===== config.mk =====
export PLATFORM = sky130hd
export DESIGN_NAME = grf_wb_queue
export DESIGN_NICKNAME = d
export VERILOG_FILES = /design/src/rtl/grf_pkg.sv /design/src/rtl/wb_match.sv /design/src/rtl/grf_wb_queue.sv
export SDC_FILE = /design/constraint.sdc
export NUM_CORES = 1
export LEC_CHECK = 0
export ABC_AREA = 0
export ABC_CLOCK_PERIOD_IN_PS = 2970
export BUFFER_PORTS_ARGS = -buffer_cell sky130_fd_sc_hd__buf_2
export CAP_MARGIN = 30
export CORE_MARGIN = 5
export CORE_UTILIZATION = 50
export DETAILED_ROUTE_END_ITERATION = 7
export GPL_TIMING_DRIVEN = 0
export PLACE_DENSITY = 0.83
export SYNTH_ARGS = -nofsm -noshare
export SYNTH_HDL_FRONTEND = slang
export SYNTH_SLANG_ARGS = --single-unit

===== constraint.sdc =====
create_clock -name clk -period 2.97 [get_ports clk]
set_input_delay 0.1485 -clock clk [delete_from_list [all_inputs] [get_ports clk]]
set_output_delay 0.1485 -clock clk [all_outputs]
set_load 0.03 [all_outputs]

===== src/rtl/grf_pkg.sv =====
// Shared GRF definitions: register-address/data widths, the zero register and
// the write-back entry payload used by the write-back queue.
package grf_pkg;

  localparam int unsigned REG_ADDR_W = 5;
  localparam int unsigned DATA_W     = 32;
  localparam logic [REG_ADDR_W-1:0] ZERO_REG = 5'd0;

  // One pending GRF write: destination, value and producing PC.
  typedef struct packed {
    logic [REG_ADDR_W-1:0] wt;
    logic [DATA_W-1:0]     wdata;
    logic [DATA_W-1:0]     pc;
  } wb_entry_t;

endpackage


===== src/rtl/wb_match.sv =====
// Bypass lookup over the write-back queue: reports whether any valid entry
// targets addr and returns the youngest matching entry's data.
// Ports: entries/valid (queue storage and valid mask), head (oldest slot),
//        addr (query register), hit_c/data_c (combinational result).
module wb_match
  import grf_pkg::*;
#(
  parameter int unsigned DEPTH = 4,
  parameter int unsigned PTR_W = 2
) (
  input  wb_entry_t              entries [DEPTH],
  input  logic [DEPTH-1:0]       valid,
  input  logic [PTR_W-1:0]       head,
  input  logic [REG_ADDR_W-1:0]  addr,
  output logic                   hit_c,
  output logic [DATA_W-1:0]      data_c
);

  logic [PTR_W-1:0] idx;

  // Walk oldest to youngest so the last match seen is the youngest one.
  always_comb begin
    hit_c  = 1'b0;
    data_c = '0;
    idx    = head;
    for (int unsigned i = 0; i < DEPTH; i++) begin
      idx = head + PTR_W'(i);
      if (valid[idx] && (entries[idx].wt == addr) && (addr != ZERO_REG)) begin
        hit_c  = 1'b1;
        data_c = entries[idx].wdata;
      end
    end
  end

endmodule


===== src/rtl/grf_wb_queue.sv =====
// Write-back queue in front of the GRF write port. Buffers register writes
// from result producers in FIFO order and drains one per cycle when drain_en.
// Writes to $0 are accepted and discarded.
// Ports: clk, reset (sync, active-low); in_valid/in_ready/in_wt/in_wdata/in_pc
//        (producer side); drain_en; WE/wt/wdata/wPc (GRF write port, head
//        entry, zero when empty); count/empty/full (occupancy).
// Optional: `define GRF_WB_BYPASS_EN adds q_addr1/2 -> q_hit1/2, q_data1/2
//        combinational lookups returning the youngest queued value.
module grf_wb_queue
  import grf_pkg::*;
#(
  parameter int unsigned DEPTH = 4,
  parameter int unsigned PTR_W = 2
) (
  input  logic                  clk,
  input  logic                  reset,
  input  logic                  in_valid,
  output logic                  in_ready,
  input  logic [REG_ADDR_W-1:0] in_wt,
  input  logic [DATA_W-1:0]     in_wdata,
  input  logic [DATA_W-1:0]     in_pc,
  input  logic                  drain_en,
  output logic                  WE,
  output logic [REG_ADDR_W-1:0] wt,
  output logic [DATA_W-1:0]     wdata,
  output logic [DATA_W-1:0]     wPc,
  output logic [PTR_W:0]        count,
  output logic                  empty,
  output logic                  full
`ifdef GRF_WB_BYPASS_EN
  ,
  input  logic [REG_ADDR_W-1:0] q_addr1,
  input  logic [REG_ADDR_W-1:0] q_addr2,
  output logic                  q_hit1,
  output logic                  q_hit2,
  output logic [DATA_W-1:0]     q_data1,
  output logic [DATA_W-1:0]     q_data2
`endif
);

  localparam int unsigned CNT_W = PTR_W + 1;

  wb_entry_t        entry_q [DEPTH];
  logic [DEPTH-1:0] valid_q;
  logic [PTR_W-1:0] head_q;
  logic [PTR_W-1:0] tail_q;
  logic [CNT_W-1:0] count_q;

  logic push;
  logic store;
  logic pop;
  logic head_valid;

  // in_ready depends only on occupancy, so a full queue never pushes on a pop edge.
  assign full     = (count_q == CNT_W'(DEPTH));
  assign empty    = (count_q == '0);
  assign count    = count_q;
  assign in_ready = !full;

  assign push  = in_valid && in_ready;
  assign store = push && (in_wt != ZERO_REG);
  assign pop   = WE;

  // Head presentation to the GRF; forced to zero when nothing is queued.
  assign head_valid = valid_q[head_q];
  assign WE    = !empty && drain_en;
  assign wt    = head_valid ? entry_q[head_q].wt    : '0;
  assign wdata = head_valid ? entry_q[head_q].wdata : '0;
  assign wPc   = head_valid ? entry_q[head_q].pc    : '0;

  // Payload storage; contents are qualified by valid_q so no reset is needed.
  always_ff @(posedge clk) begin
    if (store) begin
      entry_q[tail_q] <= '{wt: in_wt, wdata: in_wdata, pc: in_pc};
    end
  end

  // Pointers, occupancy and valid mask. Head/tail slots never coincide on a
  // simultaneous push and pop, since that needs the queue to be full or empty.
  always_ff @(posedge clk) begin
    if (!reset) begin
      head_q  <= '0;
      tail_q  <= '0;
      count_q <= '0;
      valid_q <= '0;
    end else begin
      if (store) begin
        valid_q[tail_q] <= 1'b1;
        tail_q          <= tail_q + PTR_W'(1);
      end
      if (pop) begin
        valid_q[head_q] <= 1'b0;
        head_q          <= head_q + PTR_W'(1);
      end
      count_q <= count_q + CNT_W'(store) - CNT_W'(pop);
    end
  end

`ifdef GRF_WB_BYPASS_EN
  wb_match #(.DEPTH(DEPTH), .PTR_W(PTR_W)) u_match1 (
    .entries (entry_q),
    .valid   (valid_q),
    .head    (head_q),
    .addr    (q_addr1),
    .hit_c   (q_hit1),
    .data_c  (q_data1)
  );

  wb_match #(.DEPTH(DEPTH), .PTR_W(PTR_W)) u_match2 (
    .entries (entry_q),
    .valid   (valid_q),
    .head    (head_q),
    .addr    (q_addr2),
    .hit_c   (q_hit2),
    .data_c  (q_data2)
  );
`endif

endmodule

## Word-level counts from Yosys, hierarchy flattened

Memory sizes are Yosys's and may differ from the RTL's. A register that Yosys moved wholly into a read port is not among the register bits.
Cells that the tools add are included.

| storage, ports and cells | value |
|---|---|
| register bits | 11 |
| RAM bits | 276 |
| bits of input ports | 73 |
| output and inout port bits | 76 |
| word-level logic and storage cells | 42 |
| memories kept | 1 |

Memory list:

| name | words | bits a word | rd ports | clocked after memory_dff | write ports | line | text |
|---|---|---|---|---|---|---|---|
| entry_q | 4 | 69 | 1 | 1 | 1 | grf_wb_queue.sv:43 | `wb_entry_t entry_q [DEPTH];` |

| operators by class | value |
|---|---|
| $add $sub $neg | 4 |
| order comparisons | 4 |
| equal/unequal tests | 1 |
| multiplexer cells | 16 |
| bitwise gates (word level) | 3 |
| reductions and logical operators | 9 |

Operators by type and width:

| cell | count |
|---|---|
| 2-to-1 mux 32 bit | 2 |
| 2-to-1 mux 4 bit | 3 |
| less-than comparator 2 x 3 -> 1 bit (second input constant) | 2 |
| logical AND 1 bit | 5 |
| 2-to-1 mux 1 bit | 5 |
| 2-to-1 mux 5 bit | 1 |
| nonzero test 5 bit | 1 |
| adder 2 x 1 -> 2 bit (second input constant) | 2 |
| bitwise AND 4 bit | 1 |
| demux 1 bit (select 2 bit) | 2 |
| greater-or-equal comparator 2 x 1 -> 1 bit (second input constant) | 2 |
| 2-to-1 mux 2 bit | 2 |
| NOT 4 bit | 1 |
| bitwise OR 4 bit | 1 |
| adder 3 x 1 -> 3 bit | 1 |
| equality test 3 bit (second input constant) | 1 |
| zero test 3 bit | 1 |
| subtractor 3 x 1 -> 3 bit | 1 |
| binary-select mux 1 bit (select 2 bit) | 1 |
| zero test 1 bit | 2 |

## Longest topological paths before layout

| depth | value |
|---|---|
| word-level depth | 9 |
| mapped depth | 12 |
| depth with buffers taken out | 11 |

## Worst setup path before layout

OpenSTA, ideal clock, no wires.

| timing | value |
|---|---|
| path kind | register -> register |
| from | register count_q[1] (netlist: count[1]) |
| to | memory entry_q[0][0] (netlist bit) (enable) |
| setup time | 0.434 ns |
| data arrival time | 2.895 ns |
| required time | 2.536 ns |
| slack | -0.359 ns |
| cell stages (with the launch flop) | 5 |
| path buffers | 1 |
| clock period less this slack | 3.329 ns |
| cell sequence | dfxtp_1 or3b_4 o311a_1 buf_6 and2_1 |

| on the way | value |
|---|---|
| cells in the longest elaborated chain, start to end | 6 |

Ends and longest elaborated chain:

| what | line | text |
|---|---|---|
| start: declaration | grf_wb_queue.sv:47 | `logic [CNT_W-1:0] count_q;` |
| start signal: assignment | grf_wb_queue.sv:95 | `count_q <= count_q + CNT_W'(store) - CNT_W'(pop);` |
| equality test 3 bit | grf_wb_queue.sv:55 | `assign full = (count_q == CNT_W'(DEPTH));` |
| zero test 1 bit | grf_wb_queue.sv:58 | `assign in_ready = !full;` |
| named net in_ready | grf_wb_queue.sv:18 | `output logic in_ready,` |
| logical AND 1 bit | grf_wb_queue.sv:60 | `assign push = in_valid && in_ready;` |
| logical AND 1 bit | grf_wb_queue.sv:61 | `assign store = push && (in_wt != ZERO_REG);` |
| 2-to-1 mux 1 bit | grf_wb_queue.sv:73 | `if (store) begin` |
| 2-to-1 mux 1 bit (implied by the code) | grf_wb_queue.sv:74 | `entry_q[tail_q] <= '{wt: in_wt, wdata: in_wdata, pc: in_pc};` |
| end: declaration | grf_wb_queue.sv:43 |  |

The timed path passes the listed nets, and every way through them passes these cells.

## Worst setup path after layout

| timing | value |
|---|---|
| from | input in_wt[1] |
| to | register count_q[2] (netlist: count[2]) |

| on the way | value |
|---|---|
| cells in the longest elaborated chain, start to end | 4 |

Ends and longest elaborated chain:

| what | line | text |
|---|---|---|
| start: declaration | grf_wb_queue.sv:19 | `input logic [REG_ADDR_W-1:0] in_wt,` |
| nonzero test 5 bit | grf_wb_queue.sv:61 |  |
| logical AND 1 bit | grf_wb_queue.sv:61 |  |
| adder 3 x 1 -> 3 bit | grf_wb_queue.sv:95 |  |
| subtractor 3 x 1 -> 3 bit | grf_wb_queue.sv:95 |  |

No other way between the ends.
A chain may end at the register's enable or synchronous reset.

==> flow_summary_export.csv <==
group,metric,value,unit
synthesis,syn_inst,512,
power,share_seq_of_total_power,0.421,
outcome,status,"finished clean",
cells_and_area,multiInputGateArea,0.00250,mm2
sta,timing.final.ws_setup,243,ps
worst_setup_path,crit-reg2reg-capture,"count[2]",
die,std_cell_rows,55,
cts,clkLatencyLatePin,540,ps
global_routing,met1_resource_use_gr,0.217,
power,cellPowerDensity,847,mW/mm2
worst_setup_path,critical_path.endpoint_type,"flip-flop",
die,die_area,0.0257,mm2
routing,routed_wire_length_per_instance,20.6,um
routing,detail_route.first_pass.iterations,5,
worst_setup_path,crit_required,3390,ps
sta,report.final.setup_viol,0,
cts,htree_levels,1,
synthesis,synth.net_count,596,
worst_setup_path,arrival_time_of_data_at_the_critical_path_endpoint,3150,ps
worst_setup_path,setup.worst_path.class,"input pin to flip-flop",
worst_setup_path,rr_startpoint,"count[1]",
global_routing,wire_length_of_the_first_global_routing_pass,35100,um
placed_design,port_buffers,148,
run,timing.max_cap.violations,0,
cells_and_area,nets,850,
synthesis,ys.warnings.count,0,
placed_design,place_congestion,0.753,
power,power_frac_clock,0.314,
sta,fin_skew,9.05,ps
sta,max_clock_freq,0.367,GHz
worst_setup_path,critical_path.startpoint,"in_wt[1]",
sta,finalHoldViolCount,0,
routing,vias,5664,
routing,detail_route.drc_violations,0,
min_path,holdCritPathClass,"input pin to flip-flop",
routing,drt.antenna.violating_nets,0,
synthesis,post-synth-top-area-fraction,0.735,
cells_and_area,antenna_cells_inserted,0,
die,initial_utilization,0.503,
die,die_width,160,um
global_routing,global_route.overflow_total,0,
synthesis,syn-mean-instance-area,22.0,um2
global_routing,grt.busiest_layer,"met2",
power,netSwitchingFraction,0.277,
worst_setup_path,rrSetupSlack,320,ps
placed_design,pre_cts_slack,244,ps
die,fp.dieH,160,um
global_routing,met3_usage,0.0335,
worst_setup_path,worst_setup_start_kind,"input pin",
sta,period_minus_slack,2730,ps
cells_and_area,drive_above_1_share,0.378,
cts,clkTransAtPathRegs,60,ps
global_routing,track_usage,0.173,
sta,worst_slew_margin_relative_to_its_limit,0.535,
cts,tritoncts,"built",
cts,clock_path_buffers,3,
cells_and_area,layout.core_utilization,0.633,
sta,worstMarginPinSlew,693,ps
cells_and_area,fillerInstances,1525,
cells_and_area,layout.area.seq,0.00855,mm2
routing,first_iter_violations,296,
worst_setup_path,crit_fanout,10,
synthesis,synthesis.area,0.0113,mm2
sta,slew_violations,0,
global_routing,antenna_found_initial,0,
synthesis,synth_top_area_cell,"sky130_fd_sc_hd__edfxtp_1",
worst_setup_path,r2r_cells,10,
routing,drt-total-wl,22100,um
power,power.net_switching,3.33,mW
placed_design,post-dp-hpwl,13800,um
synthesis,ys_types,27,
cts,post_cts.resized_instances,0,
cells_and_area,flow.area_growth_from_synthesis,25.9,%
synthesis,ys_seq_elements,289,
routing,drt-vias-per-instance,5.27,
power,p_leak,5.03,nW
synthesis,synth-seq-area-share,0.758,
cts,cts.sinks,289,
cts,cts_buffers,29,
sta,finalCritPeriodShare,0.918,
global_routing,grt_pass1_vias,6399,
die,design.core.area,0.0224,mm2
power,comb_power_share,0.265,
power,internal_power,8.69,mW
global_routing,grt.met2_usage,0.314,
cts,clk_root_buffer_cell,"sky130_fd_sc_hd__clkbuf_16",
sta,rsz0062_at_grt,"false",
worst_setup_path,crit_end,"count[2]",
synthesis,synth.top_cells.by_area,"sky130_fd_sc_hd__edfxtp_1 (74%), sky130_fd_sc_hd__mux4_2 (14%), sky130_fd_sc_hd__nor2b_1 (3.4%)",
sta,setup_tns,0,ps
power,worst_ir_drop_vdd,533,uV
global_routing,grt_max_degree,46,
die,io_count,149,
==> metrics by stage <==
stage / instance area [um2] / power, mW / hold WS [ps] / instances
after floorplan: 11300 / 7.44 / 247 / 512
after global placement: 12400 / 8.15 / 359 / 945
after detailed placement: 12500 / 8.30 / 366 / 949
after CTS: 14200 / 12.1 / 167 / 1074
after global routing: 14200 / 12.6 / 217 / 1074
final: 14200 / 12.0 / 187 / 1074
==> synth_stat cells <==
cell type,n
sky130_fd_sc_hd__o21ba_2,2
sky130_fd_sc_hd__or3_1,1
sky130_fd_sc_hd__inv_1,13
sky130_fd_sc_hd__buf_2,3
sky130_fd_sc_hd__mux2i_1,5
sky130_fd_sc_hd__o31ai_2,1
sky130_fd_sc_hd__mux2_4,1
sky130_fd_sc_hd__nor2b_1,61
sky130_fd_sc_hd__o221ai_1,4
sky130_fd_sc_hd__buf_4,5
sky130_fd_sc_hd__nor3_1,1
sky130_fd_sc_hd__and2_1,8
sky130_fd_sc_hd__or3b_4,1
sky130_fd_sc_hd__clkbuf_1,11
sky130_fd_sc_hd__dfxtp_1,13
sky130_fd_sc_hd__buf_6,3
sky130_fd_sc_hd__ha_1,10
sky130_fd_sc_hd__buf_8,1
sky130_fd_sc_hd__nor2b_4,10
sky130_fd_sc_hd__edfxtp_1,276
sky130_fd_sc_hd__fa_1,1
sky130_fd_sc_hd__xnor2_1,3
sky130_fd_sc_hd__nand2_1,4
sky130_fd_sc_hd__o21ba_1,2
sky130_fd_sc_hd__buf_12,2
sky130_fd_sc_hd__mux4_2,69
sky130_fd_sc_hd__o311a_1,1
==> critical path, cell delays in order <==
cell and delay, ps:
sky130_fd_sc_hd__dlygate4sd3_1 540, sky130_fd_sc_hd__buf_2 150, sky130_fd_sc_hd__or3_1 430, sky130_fd_sc_hd__o311a_1 360
sky130_fd_sc_hd__buf_6 160, sky130_fd_sc_hd__inv_1 50, sky130_fd_sc_hd__ha_1 220, sky130_fd_sc_hd__inv_1 60
sky130_fd_sc_hd__ha_1 130, sky130_fd_sc_hd__inv_1 60, sky130_fd_sc_hd__fa_1 400, sky130_fd_sc_hd__xnor2_1 150
sky130_fd_sc_hd__xnor2_1 130, sky130_fd_sc_hd__and2_1 160
==> state kept, by name, indices dropped and copies added (netlist names), named ones only <==
name	flops
count	3
valid_q	4
head_q	2
entry_q	276
tail_q	2
==> cells by family after synthesis <==
family,synth area share
buf+inv,0.0205
mux,0.144
simple gates,0.0538
compound gates,0.00866
flops,0.758
xor+xnor,0.00233
fa+ha+maj,0.0129
==> what timing repair did <==
action                     CTS  global route
buffers inserted             0             0
setup endpoints to repair    0             0
hold endpoints to repair   280             0
hold buffers                71             0
==> power groups by stage <==
stage	clock [mW]	combinational [mW]	sequential [mW]
6_report	3.78	3.19	5.06
5_1_grt	4.05	3.43	5.09
4_1_cts	3.84	3.25	5.06
3_5_place_dp	0	3.16	5.14
3_3_place_gp	0	3.03	5.12
2_1_floorplan	0	2.31	5.13
==> worst min path at each step <==
stage                           to  cells past startpoint      start
finish                   flip-flop                      4   drain_en
global route             flip-flop                      4   drain_en
CTS                      flip-flop                      4   drain_en
detailed placement  entry_q[0][12]                      1  in_pc[12]
global placement     entry_q[2][4]                      1   in_pc[4]
floorplan            entry_q[0][0]                      0   in_pc[0]
==> layout by cell type (no fill, tap or decap), types with 2 or more instances in the layout <==
cell                            instances
sky130_fd_sc_hd__nor2b_4               10
sky130_fd_sc_hd__clkinv_1               6
sky130_fd_sc_hd__o221ai_1               4
sky130_fd_sc_hd__buf_16                 2
sky130_fd_sc_hd__and2_4                 4
sky130_fd_sc_hd__nand2_1                4
sky130_fd_sc_hd__buf_4                  5
sky130_fd_sc_hd__and2_1                 4
sky130_fd_sc_hd__clkbuf_1              15
sky130_fd_sc_hd__clkinv_4               3
sky130_fd_sc_hd__o21ba_2                2
sky130_fd_sc_hd__o21ba_1                2
sky130_fd_sc_hd__mux4_2                69
sky130_fd_sc_hd__clkinv_2               4
sky130_fd_sc_hd__edfxtp_1             276
sky130_fd_sc_hd__buf_12                 4
sky130_fd_sc_hd__buf_2                151
sky130_fd_sc_hd__bufinv_16              6
sky130_fd_sc_hd__ha_1                  10
sky130_fd_sc_hd__nor2b_1               61
sky130_fd_sc_hd__inv_1                 13
sky130_fd_sc_hd__clkbuf_16             29
sky130_fd_sc_hd__buf_6                  3
sky130_fd_sc_hd__dlygate4sd3_1         71
sky130_fd_sc_hd__xnor2_1                3
sky130_fd_sc_hd__dfxtp_1               13
sky130_fd_sc_hd__mux2i_1                5
==> cell type report <==
cell class / instances / share of cell area
Sequential cell: 289 / 0.602
Multi-Input combinational cell: 185 / 0.176
Timing Repair Buffer: 223 / 0.109
Clock buffer: 33 / 0.0522
Tap cell: 285 / 0.0251
Clock inverter: 21 / 0.0187
Buffer: 25 / 0.0129
Inverter: 13 / 0.00344
==> per-layer routing <==
| metal | vias up | routed length, um |
|---|---|---|
| li1 | 2570 | - |
| met1 | 2894 | 8740 |
| met2 | 167 | 11800 |
| met3 | 33 | 1150 |
| met4 | 0 | 380 |
| met5 | - | 0 |
Power figures use the tool's default switching activity.
